$ cat src/rtl/sensor_conditioner.sv
// sensor_conditioner: synchronise and debounce the seven tank/irrigation field inputs
// Inputs:  clk, rst_n (sync, active-low), raw_h/raw_m/raw_l/raw_ua/raw_us/raw_t/raw_s (asynchronous)
// Outputs: H/M/L/Ua/Us/T/S debounced levels, upd change strobe, level_fault, tick sample strobe
module sensor_conditioner #(
  parameter int TICK_DIV  = 50000,
  parameter int DEB_COUNT = 4
) (
  input  logic clk,
  input  logic rst_n,
  input  logic raw_h,
  input  logic raw_m,
  input  logic raw_l,
  input  logic raw_ua,
  input  logic raw_us,
  input  logic raw_t,
  input  logic raw_s,
  output logic H,
  output logic M,
  output logic L,
  output logic Ua,
  output logic Us,
  output logic T,
  output logic S,
  output logic upd,
  output logic level_fault,
  output logic tick
);
  localparam int PW = TICK_DIV > 1 ? $clog2(TICK_DIV) : 1;
  localparam int CW = DEB_COUNT > 1 ? $clog2(DEB_COUNT) : 1;
  localparam logic [PW-1:0] P_MAX = PW'(TICK_DIV - 1);
  localparam logic [CW-1:0] C_MAX = CW'(DEB_COUNT - 1);
  logic [6:0] raw, sync1_q, sync2_q, stable_q, stable_d;
  logic [PW-1:0] pre_q, pre_d;
  logic [CW-1:0] cnt_q [7];
  logic [CW-1:0] cnt_d [7];
  logic upd_q, upd_d, fault_q, fault_d;
  assign raw = {raw_s, raw_t, raw_us, raw_ua, raw_l, raw_m, raw_h};
  // gated by rst_n so no sample strobe is seen while reset is being applied
  assign tick = rst_n && (pre_q == P_MAX);
  always_comb begin
    pre_d = (pre_q == P_MAX) ? '0 : pre_q + 1'b1;
    stable_d = stable_q;
    for (int i = 0; i < 7; i++) begin
      cnt_d[i] = cnt_q[i];
      if (tick) begin
        if (sync2_q[i] == stable_q[i]) cnt_d[i] = '0;
        else if (cnt_q[i] == C_MAX) begin
          stable_d[i] = sync2_q[i];
          cnt_d[i] = '0;
        end else cnt_d[i] = cnt_q[i] + 1'b1;
      end
    end
    upd_d = stable_d != stable_q;
    // bit0=H, bit1=M, bit2=L: a higher probe wet while a lower one is dry
    fault_d = (stable_d[0] & ~stable_d[1]) | (stable_d[1] & ~stable_d[2]);
  end
  always_ff @(posedge clk) begin
    if (!rst_n) begin
      sync1_q <= '0;
      sync2_q <= '0;
      stable_q <= '0;
      pre_q <= '0;
      cnt_q <= '{default: '0};
      upd_q <= 1'b0;
      fault_q <= 1'b0;
    end else begin
      sync1_q <= raw;
      sync2_q <= sync1_q;
      stable_q <= stable_d;
      pre_q <= pre_d;
      cnt_q <= cnt_d;
      upd_q <= upd_d;
      fault_q <= fault_d;
    end
  end
  assign {S, T, Us, Ua, L, M, H} = stable_q;
  assign upd = upd_q;
  assign level_fault = fault_q;
endmodule

$ cat config.mk
export PLATFORM = sky130hd
export DESIGN_NAME = sensor_conditioner
export DESIGN_NICKNAME = d
export VERILOG_FILES = /design/src/rtl/sensor_conditioner.sv
export SDC_FILE = /design/constraint.sdc
export NUM_CORES = 1
export LEC_CHECK = 0
export ABC_AREA = 1
export CAP_MARGIN = 20
export CORE_UTILIZATION = 55
export CTS_CLUSTER_DIAMETER = 40
export DETAILED_ROUTE_END_ITERATION = 6
export GPL_TIMING_DRIVEN = 0
export HOLD_SLACK_MARGIN = 0.02
export PLACE_DENSITY = 0.85
export SYNTH_ARGS = -nofsm -noshare
export SYNTH_HDL_FRONTEND = slang
export SYNTH_SLANG_ARGS = --single-unit
$ cat constraint.sdc
create_clock -name clk -period 1.6 [get_ports clk]
set_clock_uncertainty 0.05 [all_clocks]
set_input_delay 0.32 -clock clk [delete_from_list [all_inputs] [get_ports clk]]
set_output_delay 0.32 -clock clk [all_outputs]
set_load 0.005 [all_outputs]
# Word level (Yosys, flattened, before mapping)
# Index checks and enable logic that the tools add are counted.
[totals]
regBits = 53
in_bits = 9
output_inout_bits = 10
elab_cells = 80
[classes]
n_addsub = 8
n_eq_ne = 16
n_mux = 35
bitwise_logic = 6
n_reduce_logical = 2
[ops]
columns = ["operator", "count"]
rows = [
  ["$mux W2", 14],
  ["$mux W1", 21],
  ["$add A16 B1 Y16 const B", 1],
  ["$eq A16 B16 Y1 const B", 1],
  ["$add A2 B1 Y2 const B", 7],
  ["$eq A2 B2 Y1 const B", 7],
  ["$eq A1 B1 Y1", 7],
  ["$ne A7 B7 Y1", 1],
  ["$not A1 Y1", 3],
  ["$and A1 B1 Y1", 2],
  ["$reduce_or A2 Y1", 1],
  ["$logic_and A1 B1 Y1", 1],
  ["$or A1 B1 Y1", 1],
]

# Depth between registers and ports, before layout
[depth]
ltp_word = 7
ltp_mapped = 10
depth_no_buf = 9

# Worst setup path after synthesis
# Ideal clock, no wire load.
[synth_path]
path_type = "flip-flop to output port"
startpoint = "register pre_q[0]"
endpoint = "output port tick"
t_arrival_ns = 1.125
required_ns = 1.230
setup_slack_ns = 0.105
stages_incl_launch_ff = 7
n_path_buf = 1
path_cell_list = "dfxtp_1 > ha_1 > nand3_2 > nor2_1 > nand3_1 > inv_1 > buf_6"
[synth_between]
elab_chain_cells = 2
[synth_rtl]
columns = ["element", "line_no", "rtl"]
rows = [
  ["start: declaration", "33", "logic [PW-1:0] pre_q, pre_d;"],
  ["start signal: assignment", "70", "pre_q <= pre_d;"],
  ["$eq A16 B16 Y1", "39", "assign tick = rst_n && (pre_q == P_MAX);"],
  ["$logic_and A1 B1 Y1", "39", ""],
  ["end: declaration", "26", "output logic tick"],
]
# No other way between the ends.

# Worst setup path in the final report
# Ends and elaborated chain as after synthesis.

==> qor.yml <==
route:
  drt_iter0_markers: 237
  vias: 2168
  routed_wl_mm: 5.74
  viasPerCell: 5.47
  first_pass_iters: 6
  wl_per_cell_um: 14.5
  drt.antenna.violating_nets: 0
  drc: 0
synthesis:
  synth_area_leaders: "dfxtp_1 45%, nand2_1 11%, inv_1 5.9%"
  ys_types: 36
  postSynthAreaPerCell_um2: 7.94
  synth_top_cell_area_share_pct: 45.1
  ys_warn_count: 0
  synth_seq_area_share_pct: 45.1
  netlist_instances: 296
  synth.largest_area_cell: "dfxtp_1"
  ys_ff_latch: 53
  syn_area_um2: 2350
  syn_nets: 313
global_route:
  grt_pass1_vias: 1931
  overflow: 0
  antenna_found_initial: 0
  grt_pass1_wl_mm: 8.16
  grtUsageTotal_pct: 24.4
  grt_max_degree: 16
sta:
  finalCritPeriodShare_pct: 111
  setup_violations: 15
  worst_slack_ns: -0.169
  hold_viol_final: 0
  max_clock_freq_mhz: 565
  slew_headroom_pct: 72.9
  slew_viol_final: 0
  rsz0062_at_grt: "true"
  post-route-min-period_ns: 1.77
  worst-slew-pin-transition_ns: 0.406
placement:
  place_ws_ns: -0.540
  gp_congestion: 0.783
  dp_hpwl_mm: 3.16
  io_buffer_count: 17
flow_run:
  maxCapViolCount: 0
power:
  p_leak_nw: 1.38
  p_per_area_nw_per_um2: 726
  vdd_drop_max_mv: 0.610
clock_tree:
  cts_tree: "done"
  clock-root-buffer: "clkbuf_8"
  cts.reportedPaths.clkPinSlew_ns: 0.09
  worstSkewPairLatency_ns: 0.31
  cts_buffer_depth: 2
  htree_levels: 2
  clock-sinks: 53
  cts_buffers: 5
setup_path:
  crit_chain: "ha_4 > nand3_4 > nor2_4 > nand3_2 > inv_4 > buf_6"
  r2r-start: "pre_q[6]"
  ff2ff_setup_slack_ns: -0.03
  end_kind: "output pin"
  cpPeakStageDelay_ns: 0.37
  worstPathRequired_ns: 1.23
  crit_slowest_cell: "dfxtp_4"
  crit_path_start: "pre_q[0]"
  worstPathArrival_ns: 1.40
  critPathKind: "flip-flop to output pin"
  path_max_fanout: 3
  start_kind: "flip-flop"
min_path:
  hold_class: "flip-flop to flip-flop"
  hold_start: "sync1_q[4]"
floorplanning:
  fp.dieArea_um2: 4540
  die_height_um: 67.4
  die_w_um: 67.4
  num_rows: 23
  coreArea_um2: 4060
  start_util_pct: 57.9
  io-pin-count: 19
finish:
  drive_above_1_share_pct: 27.7
  syn2layout_area_growth_pct: 28.0
  antennaDiodeCount: 0
  fin_nets: 362
  fin_util_pct: 74.2
outcome:
  status: "finished with violations"
  violations: "setup timing"
## Yosys cell counts (all sizes together)
cell type,n
nand2,74
dfxtp,53
inv,39
nor2,27
a21oi,17
nor3,13
nand3,11
ha,8
o21ai,7
xnor2,7
nand3b,6
nand4,6
buf,5
xor2,4
o211ai,3
o22ai,3
or2,3
a22o,2
nor4,2
a31oi,1
and3,1
clkbuf,1
clkinv,1
nor3b,1
o21a,1
## repair_timing
action,CTS,global route
gates resized for setup,30,34
hold buffers,0,0
setup buffers,12,14
endpoints found under the setup margin,25,35
pin swaps,5,12
## through the flow
| step | hold WS, ns | cells | instance area (um2) | power [W] | TNS [ns] |
|---|---|---|---|---|---|
| after CTS | 0.381 | 383 | 2820 | 0.00218 | -0.198 |
| final | 0.376 | 396 | 3010 | 0.00218 | -0.363 |
| after global routing | 0.404 | 396 | 3010 | 0.00227 | -1.79 |
| after global placement | 0.342 | 363 | 2580 | 0.00147 | -0.637 |
| after detailed placement | 0.361 | 363 | 2580 | 0.00147 | -0.783 |
| after floorplan | 0.340 | 296 | 2350 | 0.00144 | 0 |
## final timing paths
kind                  to  depth (start not counted)
min           sync2_q[4]                          2
max                 tick                          6
min reg2reg   sync2_q[4]                          2
max reg2reg  level_fault                         11
## metal layers
metal  vias to the layer above  track usage [%]  share of wire (%)
met5                         -                0                  0
met4                         0             9.31                3.0
met3                        21             6.25                4.9
met2                        88             41.5                 50
met1                      1006             29.2                 42
li1                       1053                -                  -
## cells by family after synthesis
family / count (synthesis) / synth area share [%]
adder cells (fa/ha/maj): 8 / 4.26
AO/OA/AOI/OAI: 34 / 8.36
AND/OR/NAND/NOR: 144 / 29.8
XOR/XNOR: 11 / 4.10
flip-flops: 53 / 45.1
buffers and inverters: 46 / 8.36
## sequential cells by signal (all words and copies together), names as in the netlist
name / flops
cnt_q: 14
level_fault: 1
pre_q: 16
stable_q: 7
sync1_q: 7
sync2_q: 7
upd: 1
## report_power, final
part	total, W	switching [W]	internal, W	leakage (nW)
Sequential	0.00135	0.0000155	0.00133	0.443
Combinational	0.000102	0.0000528	0.0000496	0.892
Clock	0.000733	0.000429	0.000304	0.0450
Total	0.00218	0.000497	0.00169	1.38
## area by class of cell
| cell class | instances | area (um2) |
|---|---|---|
| Tap cell | 50 | 62.6 |
| Timing Repair Buffer | 43 | 370 |
| Buffer | 5 | 32.5 |
| Sequential cell | 53 | 1100 |
| Fill cell | 254 | 1050 |
| Multi-Input combinational cell | 197 | 1200 |
| Clock inverter | 2 | 10.0 |
| Inverter | 40 | 163 |
| Clock buffer | 6 | 72.6 |
## cell usage in the layout (no fill, tap or decap), types with 4 or more instances in the layout
master,n
a21oi_1,17
buf_4,25
clkbuf_8,5
clkdlybuf4s50_1,16
dfxtp_1,32
dfxtp_2,15
dfxtp_4,6
ha_1,7
inv_1,34
nand2_1,67
nand2_2,6
nand3_1,6
nand3b_1,6
nand4_1,6
nor2_1,17
nor2_4,6
nor3_1,10
o21ai_0,6
xnor2_1,7
xor2_1,4
## worst max-delay path, delay by kind of cell (launching register included)
kind / cells / cell delay, ns
fa+ha+maj: 1 / 0.15
buf+inv: 2 / 0.21
flops: 1 / 0.37
simple gates: 3 / 0.36
Power figures use the tool's default switching activity.
